===== config.mk =====
export PLATFORM = sky130hd
export DESIGN_NAME = int_stack_seq
export DESIGN_NICKNAME = d
export VERILOG_FILES = /design/src/rtl/int_stack_seq.sv
export SDC_FILE = /design/constraint.sdc
export NUM_CORES = 1
export LEC_CHECK = 0
export CAP_MARGIN = 20
export CORE_ASPECT_RATIO = 0.7
export CORE_MARGIN = 1.5
export CORE_UTILIZATION = 45
export CTS_CLUSTER_DIAMETER = 120
export DETAILED_ROUTE_END_ITERATION = 10
export HOLD_SLACK_MARGIN = 0.12
export PLACE_DENSITY = 0.78
export SYNTH_ARGS = -nofsm -noshare
export SYNTH_HDL_FRONTEND = slang
export SYNTH_SLANG_ARGS = --single-unit
export TNS_END_PERCENT = 20

===== constraint.sdc =====
create_clock -name clk -period 2.3 [get_ports clk]
set_input_delay 0.46 -clock clk [delete_from_list [all_inputs] [get_ports clk]]
set_output_delay 0.46 -clock clk [all_outputs]
set_load 0.005 [all_outputs]

===== src/rtl/int_stack_seq.sv =====
// Interrupt/RTI sequencer: injects push/pop micro-ops into the EX/MEM register
// and loads the interrupt vector; all outputs are registered from the next state.
module int_stack_seq #(
  parameter int unsigned     PC_W = 32,
  parameter logic [PC_W-1:0] VEC1 = '0,
  parameter logic [PC_W-1:0] VEC2 = PC_W'(32'h2)
) (
  input  logic            clk,
  input  logic            reset,
  input  logic            int_req,
  input  logic            int_num,
  input  logic            rti,
  input  logic            mem_busy,
  input  logic [PC_W-1:0] pc_in,
  output logic            stall_fetch,
  output logic            flush_dec,
  output logic            push_pc,
  output logic            push_ccr,
  output logic            pop_pc,
  output logic            pop_ccr,
  output logic            pc_half,
  output logic [15:0]     save_pc,
  output logic            int1_o,
  output logic            int2_o,
  output logic            pc_load,
  output logic [PC_W-1:0] pc_vec,
  output logic            busy
);

  localparam logic [3:0] S_IDLE     = 4'd0;
  localparam logic [3:0] S_FLUSH    = 4'd1;
  localparam logic [3:0] S_PUSH_HI  = 4'd2;
  localparam logic [3:0] S_PUSH_LO  = 4'd3;
  localparam logic [3:0] S_PUSH_CCR = 4'd4;
  localparam logic [3:0] S_LOAD_VEC = 4'd5;
  localparam logic [3:0] S_POP_CCR  = 4'd6;
  localparam logic [3:0] S_POP_LO   = 4'd7;
  localparam logic [3:0] S_POP_HI   = 4'd8;
  localparam logic [3:0] S_RESUME   = 4'd9;

  logic [3:0]      r_state;
  logic            r_pend;
  logic            r_pend_num;
  logic            r_num;
  logic [PC_W-1:0] r_pc;

  logic [3:0]      w_next_state;
  logic            w_take;
  logic            w_want;
  logic            w_next_num;
  logic [PC_W-1:0] w_next_pc;
  logic            w_int_st;

  always_comb begin
    w_next_state = r_state;
    w_take       = 1'b0;
    w_want       = int_req | r_pend;
    case (r_state)
      S_IDLE: begin
        if (rti) w_next_state = S_POP_CCR;
        else     w_take       = w_want;
      end
      S_FLUSH:    w_next_state = S_PUSH_HI;
      S_PUSH_HI:  if (!mem_busy) w_next_state = S_PUSH_LO;
      S_PUSH_LO:  if (!mem_busy) w_next_state = S_PUSH_CCR;
      S_PUSH_CCR: if (!mem_busy) w_next_state = S_LOAD_VEC;
      S_POP_CCR:  if (!mem_busy) w_next_state = S_POP_LO;
      S_POP_LO:   if (!mem_busy) w_next_state = S_POP_HI;
      S_POP_HI:   if (!mem_busy) w_next_state = S_RESUME;
      // Leaving the sequence counts as IDLE for acceptance, so a pending
      // interrupt starts without an idle gap cycle.
      S_LOAD_VEC, S_RESUME: begin
        w_next_state = S_IDLE;
        w_take       = w_want;
      end
      default: w_next_state = S_IDLE;
    endcase
    if (w_take) w_next_state = S_FLUSH;
    w_next_num = w_take ? (int_req ? int_num : r_pend_num) : r_num;
    w_next_pc  = w_take ? pc_in : r_pc;
    w_int_st   = (w_next_state >= S_FLUSH) && (w_next_state <= S_LOAD_VEC);
  end

  always_ff @(posedge clk) begin
    if (!reset) begin
      r_state     <= S_IDLE;
      r_pend      <= 1'b0;
      r_pend_num  <= 1'b0;
      r_num       <= 1'b0;
      r_pc        <= '0;
      stall_fetch <= 1'b0;
      flush_dec   <= 1'b0;
      push_pc     <= 1'b0;
      push_ccr    <= 1'b0;
      pop_pc      <= 1'b0;
      pop_ccr     <= 1'b0;
      pc_half     <= 1'b0;
      save_pc     <= '0;
      int1_o      <= 1'b0;
      int2_o      <= 1'b0;
      pc_load     <= 1'b0;
      pc_vec      <= '0;
      busy        <= 1'b0;
    end else begin
      r_state <= w_next_state;
      r_num   <= w_next_num;
      r_pc    <= w_next_pc;
      if (w_take) begin
        r_pend <= 1'b0;
      end else if (int_req) begin
        r_pend     <= 1'b1;
        r_pend_num <= int_num;
      end
      stall_fetch <= (w_next_state != S_IDLE);
      busy        <= (w_next_state != S_IDLE);
      flush_dec   <= (w_next_state == S_FLUSH);
      push_pc     <= (w_next_state == S_PUSH_HI) || (w_next_state == S_PUSH_LO);
      push_ccr    <= (w_next_state == S_PUSH_CCR);
      pop_pc      <= (w_next_state == S_POP_LO) || (w_next_state == S_POP_HI);
      pop_ccr     <= (w_next_state == S_POP_CCR);
      pc_half     <= (w_next_state == S_PUSH_HI) || (w_next_state == S_POP_HI);
      if (w_next_state == S_PUSH_HI)      save_pc <= w_next_pc[31:16];
      else if (w_next_state == S_PUSH_LO) save_pc <= w_next_pc[15:0];
      else                                save_pc <= '0;
      int1_o  <= w_int_st && !w_next_num;
      int2_o  <= w_int_st && w_next_num;
      pc_load <= (w_next_state == S_LOAD_VEC);
      if (w_next_state == S_LOAD_VEC) pc_vec <= w_next_num ? VEC2 : VEC1;
      else                            pc_vec <= '0;
    end
  end

endmodule

==> flow_summary.yaml <==
run_status:
  outcome: "finished, final reports clean"
floorplanning:
  die_h_um: 68.4
  die_w_um: 96.4
  ios: 97
  dieArea_mm2: 0.00660
  core_area_mm2: 0.00581
  start_util: 0.473
  rows: 23
power:
  clockPowerShare: 0.319
  share_comb_of_total_power: 0.242
  p_per_area_mw_per_mm2: 799
  p_total_mw: 2.96
  total_leakage_power_nw: 1.59
  net-switching-power_mw: 0.803
  switching_share: 0.272
  irDropWorstVdd_uv: 340
  p_int_mw: 2.15
  seqPwrFrac: 0.439
detailed_routing:
  antenna_left: 0
  wl_per_cell_um: 13.7
  post_drt_via_cell_ratio: 4.77
  drcViolationCount: 0
  routed_wl_um: 5710
  num_vias: 1992
  drtIter0Drc: 86
  firstDrtPassIters: 4
critical_path:
  cp-start-kind: "flop"
  end_kind: "flop"
  reg2reg_depth: 6
  arrival_ps: 2300
  r2r-start: "r_state[2]$_SDFF_PN0_"
  regToRegEndpoint: "save_pc[12]$_SDFF_PN0_"
  critPathRequiredTime_ps: 2520
  path_class: "reg -> reg"
  rrSetupSlack_ps: 220
  worst-path-max-fanout: 12
final_layout:
  largest_registers: "r_pc: 32 flops, save_pc: 16 flops, r_state: 4 flops"
  nFillCells: 478
  layout.nets: 376
  regMostFlops: "r_pc"
  area_delta_synth_final_pct: 34.6
  design_area_mm2: 0.00370
  num_antenna_cells: 0
  drive_gt1_frac: 0.152
  final_cell_count_no_fill: 418
  largest_reg_flops: 32
clocking:
  clock-root-buffer: "clkbuf_8"
  cts-hold-fix-buffers: 0
  clkSinkCount: 66
  postCtsResizedCells: 0
  cts_setup_buffers: 0
  ctsHtreeMaxLevel: 3
  numCtsBuffers: 9
  cts_max_path_buffers: 2
  cts_tree: "done"
  clk-insertion-delay-late_ps: 340
  path_clk_slew_ps: 80
synthesis:
  synth-seq-area-share: 0.480
  synth_edf_count: 0
  ys_ff_latch: 66
  netlist_instances: 255
  avgSynthCellArea_um2: 10.8
  ys_warn_count: 0
  ys_types: 41
  synthArstFlopShare: 0
  synth_area_mm2: 0.00275
  synthFlopType: "dfxtp_1"
timing:
  period_share: 0.903
  fmax_mhz: 482
  fin_skew_ps: 7.73
  period_minus_slack_ps: 2080
  setup_viol_count_final: 0
  holdWs_ps: 516
  slew_viol_final: 0
  rsz0062_at_grt: "false"
  hold_viol_final: 0
placed_design:
  io_buffer_count: 65
  placedCellCount: 402
  gp_congestion: 0.844
  post_dp_cell_area_mm2: 0.00351
  dp.final_hpwl_um: 4030
global_route:
  grt_overflow_total: 0
  grt_pass1_wl_um: 8720
  grt_pass1_vias: 1832
  grt_max_degree: 27
  antenna_found_initial: 0
  grt_usage: 0.182
hold_path:
  min_from: "r_pc[9]$_SDFF_PN0_"
  hold_path_class: "reg -> reg"
  min_delay_path_depth: 2
  whs_endpoint: "r_pc[9]$_SDFF_PN0_"
job:
  maxCapViolCount: 0
-- how the worst max path moves through the flow --
| stage | cells after the start | startpoint | slack [ps] | end |
|---|---|---|---|---|
| global route | 6 | r_state[2]$_SDFF_PN0_ | 130 | pc_vec[1]$_SDFF_PN0_ |
| detailed placement | 7 | rti | -90 | pc_vec[1]$_SDFF_PN0_ |
| global placement | 7 | rti | -60 | pc_vec[1]$_SDFF_PN0_ |
| CTS | 6 | r_state[2]$_SDFF_PN0_ | 230 | pc_vec[1]$_SDFF_PN0_ |
| finish | 6 | r_state[2]$_SDFF_PN0_ | 220 | save_pc[12]$_SDFF_PN0_ |
| floorplan | 6 | r_state[0]$_SDFF_PN0_ | 380 | int1_o$_SDFF_PN0_ |
-- cells in the mapped netlist, types with 3 or more instances --
cell type | n | area share
a21oi_1 | 3 | 0.0055
and2_1 | 3 | 0.0068
buf_4 | 34 | 0.093
buf_6 | 4 | 0.016
clkbuf_1 | 6 | 0.0082
dfxtp_1 | 66 | 0.48
inv_1 | 3 | 0.0041
mux2i_1 | 34 | 0.12
nand3_1 | 3 | 0.0055
nand3b_1 | 3 | 0.0082
nor2_1 | 3 | 0.0041
nor2b_1 | 37 | 0.084
nor3_1 | 3 | 0.0055
o22ai_1 | 17 | 0.039
-- power by group through the flow --
| stage | sequential, mW | combinational, mW | clock [mW] |
|---|---|---|---|
| 2_1_floorplan | 1.31 | 0.451 | 0 |
| 3_3_place_gp | 1.32 | 0.697 | 0 |
| 3_5_place_dp | 1.32 | 0.714 | 0 |
| 4_1_cts | 1.30 | 0.719 | 0.961 |
| 5_1_grt | 1.31 | 0.779 | 1.00 |
| 6_report | 1.30 | 0.716 | 0.943 |
-- layer usage --
layer  vias up  share of wire  global-route usage
met5         -              0                   0
met4         0          0.016              0.0761
met3        12          0.072              0.0611
met2        66           0.43               0.276
met1       928           0.48               0.237
li1        986              -                   -
-- through the flow --
step,utilization,setup WS [ps],TNS [ps]
2_1_floorplan,-,377,0
3_3_place_gp,0.603,-58.7,-535
3_5_place_dp,0.603,-93.8,-1200
4_1_cts,0.637,228,0
5_1_grt,0.637,134,0
6_report,0.637,224,0
-- logic make-up after synthesis --
logic type	count (synthesis)	synth area share
compound gates	34	0.0892
buf+inv	49	0.129
flops	66	0.480
mux	35	0.128
other cells	1	0.00136
simple gates	70	0.172
-- critical path, stage by stage, from the launching register on --
cell and delay (ps):
dfxtp_1 410, or4_4 580, a31oi_4 240, o21ai_4 160, buf_12 190, mux2i_1 220
o22ai_1 130
-- cells in the final DEF (no fill, tap or decap), types with 2 or more instances in the layout --
cell type and instances:
dfxtp_1 66, clkdlybuf4s50_1 65, nor2b_1 37, mux2i_1 34, conb_1 31, buf_4 18
o22ai_1 17, clkbuf_8 9, buf_12 5, nand3b_1 3, inv_1 3, a21oi_1 3
nor3_1 3, nor2_1 3, nand3_1 3, and2_1 3, o21ai_0 2, or2_2 2
nand2b_1 2, or4b_2 2, and4_1 2, nor3b_1 2, o211ai_1 2, o21ba_2 2
nor4b_2 2, clkinvlp_4 2, clkinv_4 2
-- cell type report --
| cell class | instances | area, um2 | area share |
|---|---|---|---|
| clock inverter | 6 | 67.6 | 0.0182 |
| multi-input combinational | 170 | 1190 | 0.323 |
| inverter | 3 | 11.3 | 0.00304 |
| sequential | 66 | 1320 | 0.357 |
| tap | 75 | 93.8 | 0.0253 |
| timing repair buffer | 88 | 886 | 0.239 |
| clock buffer | 10 | 128 | 0.0345 |
(Power assumes the default switching activity.)
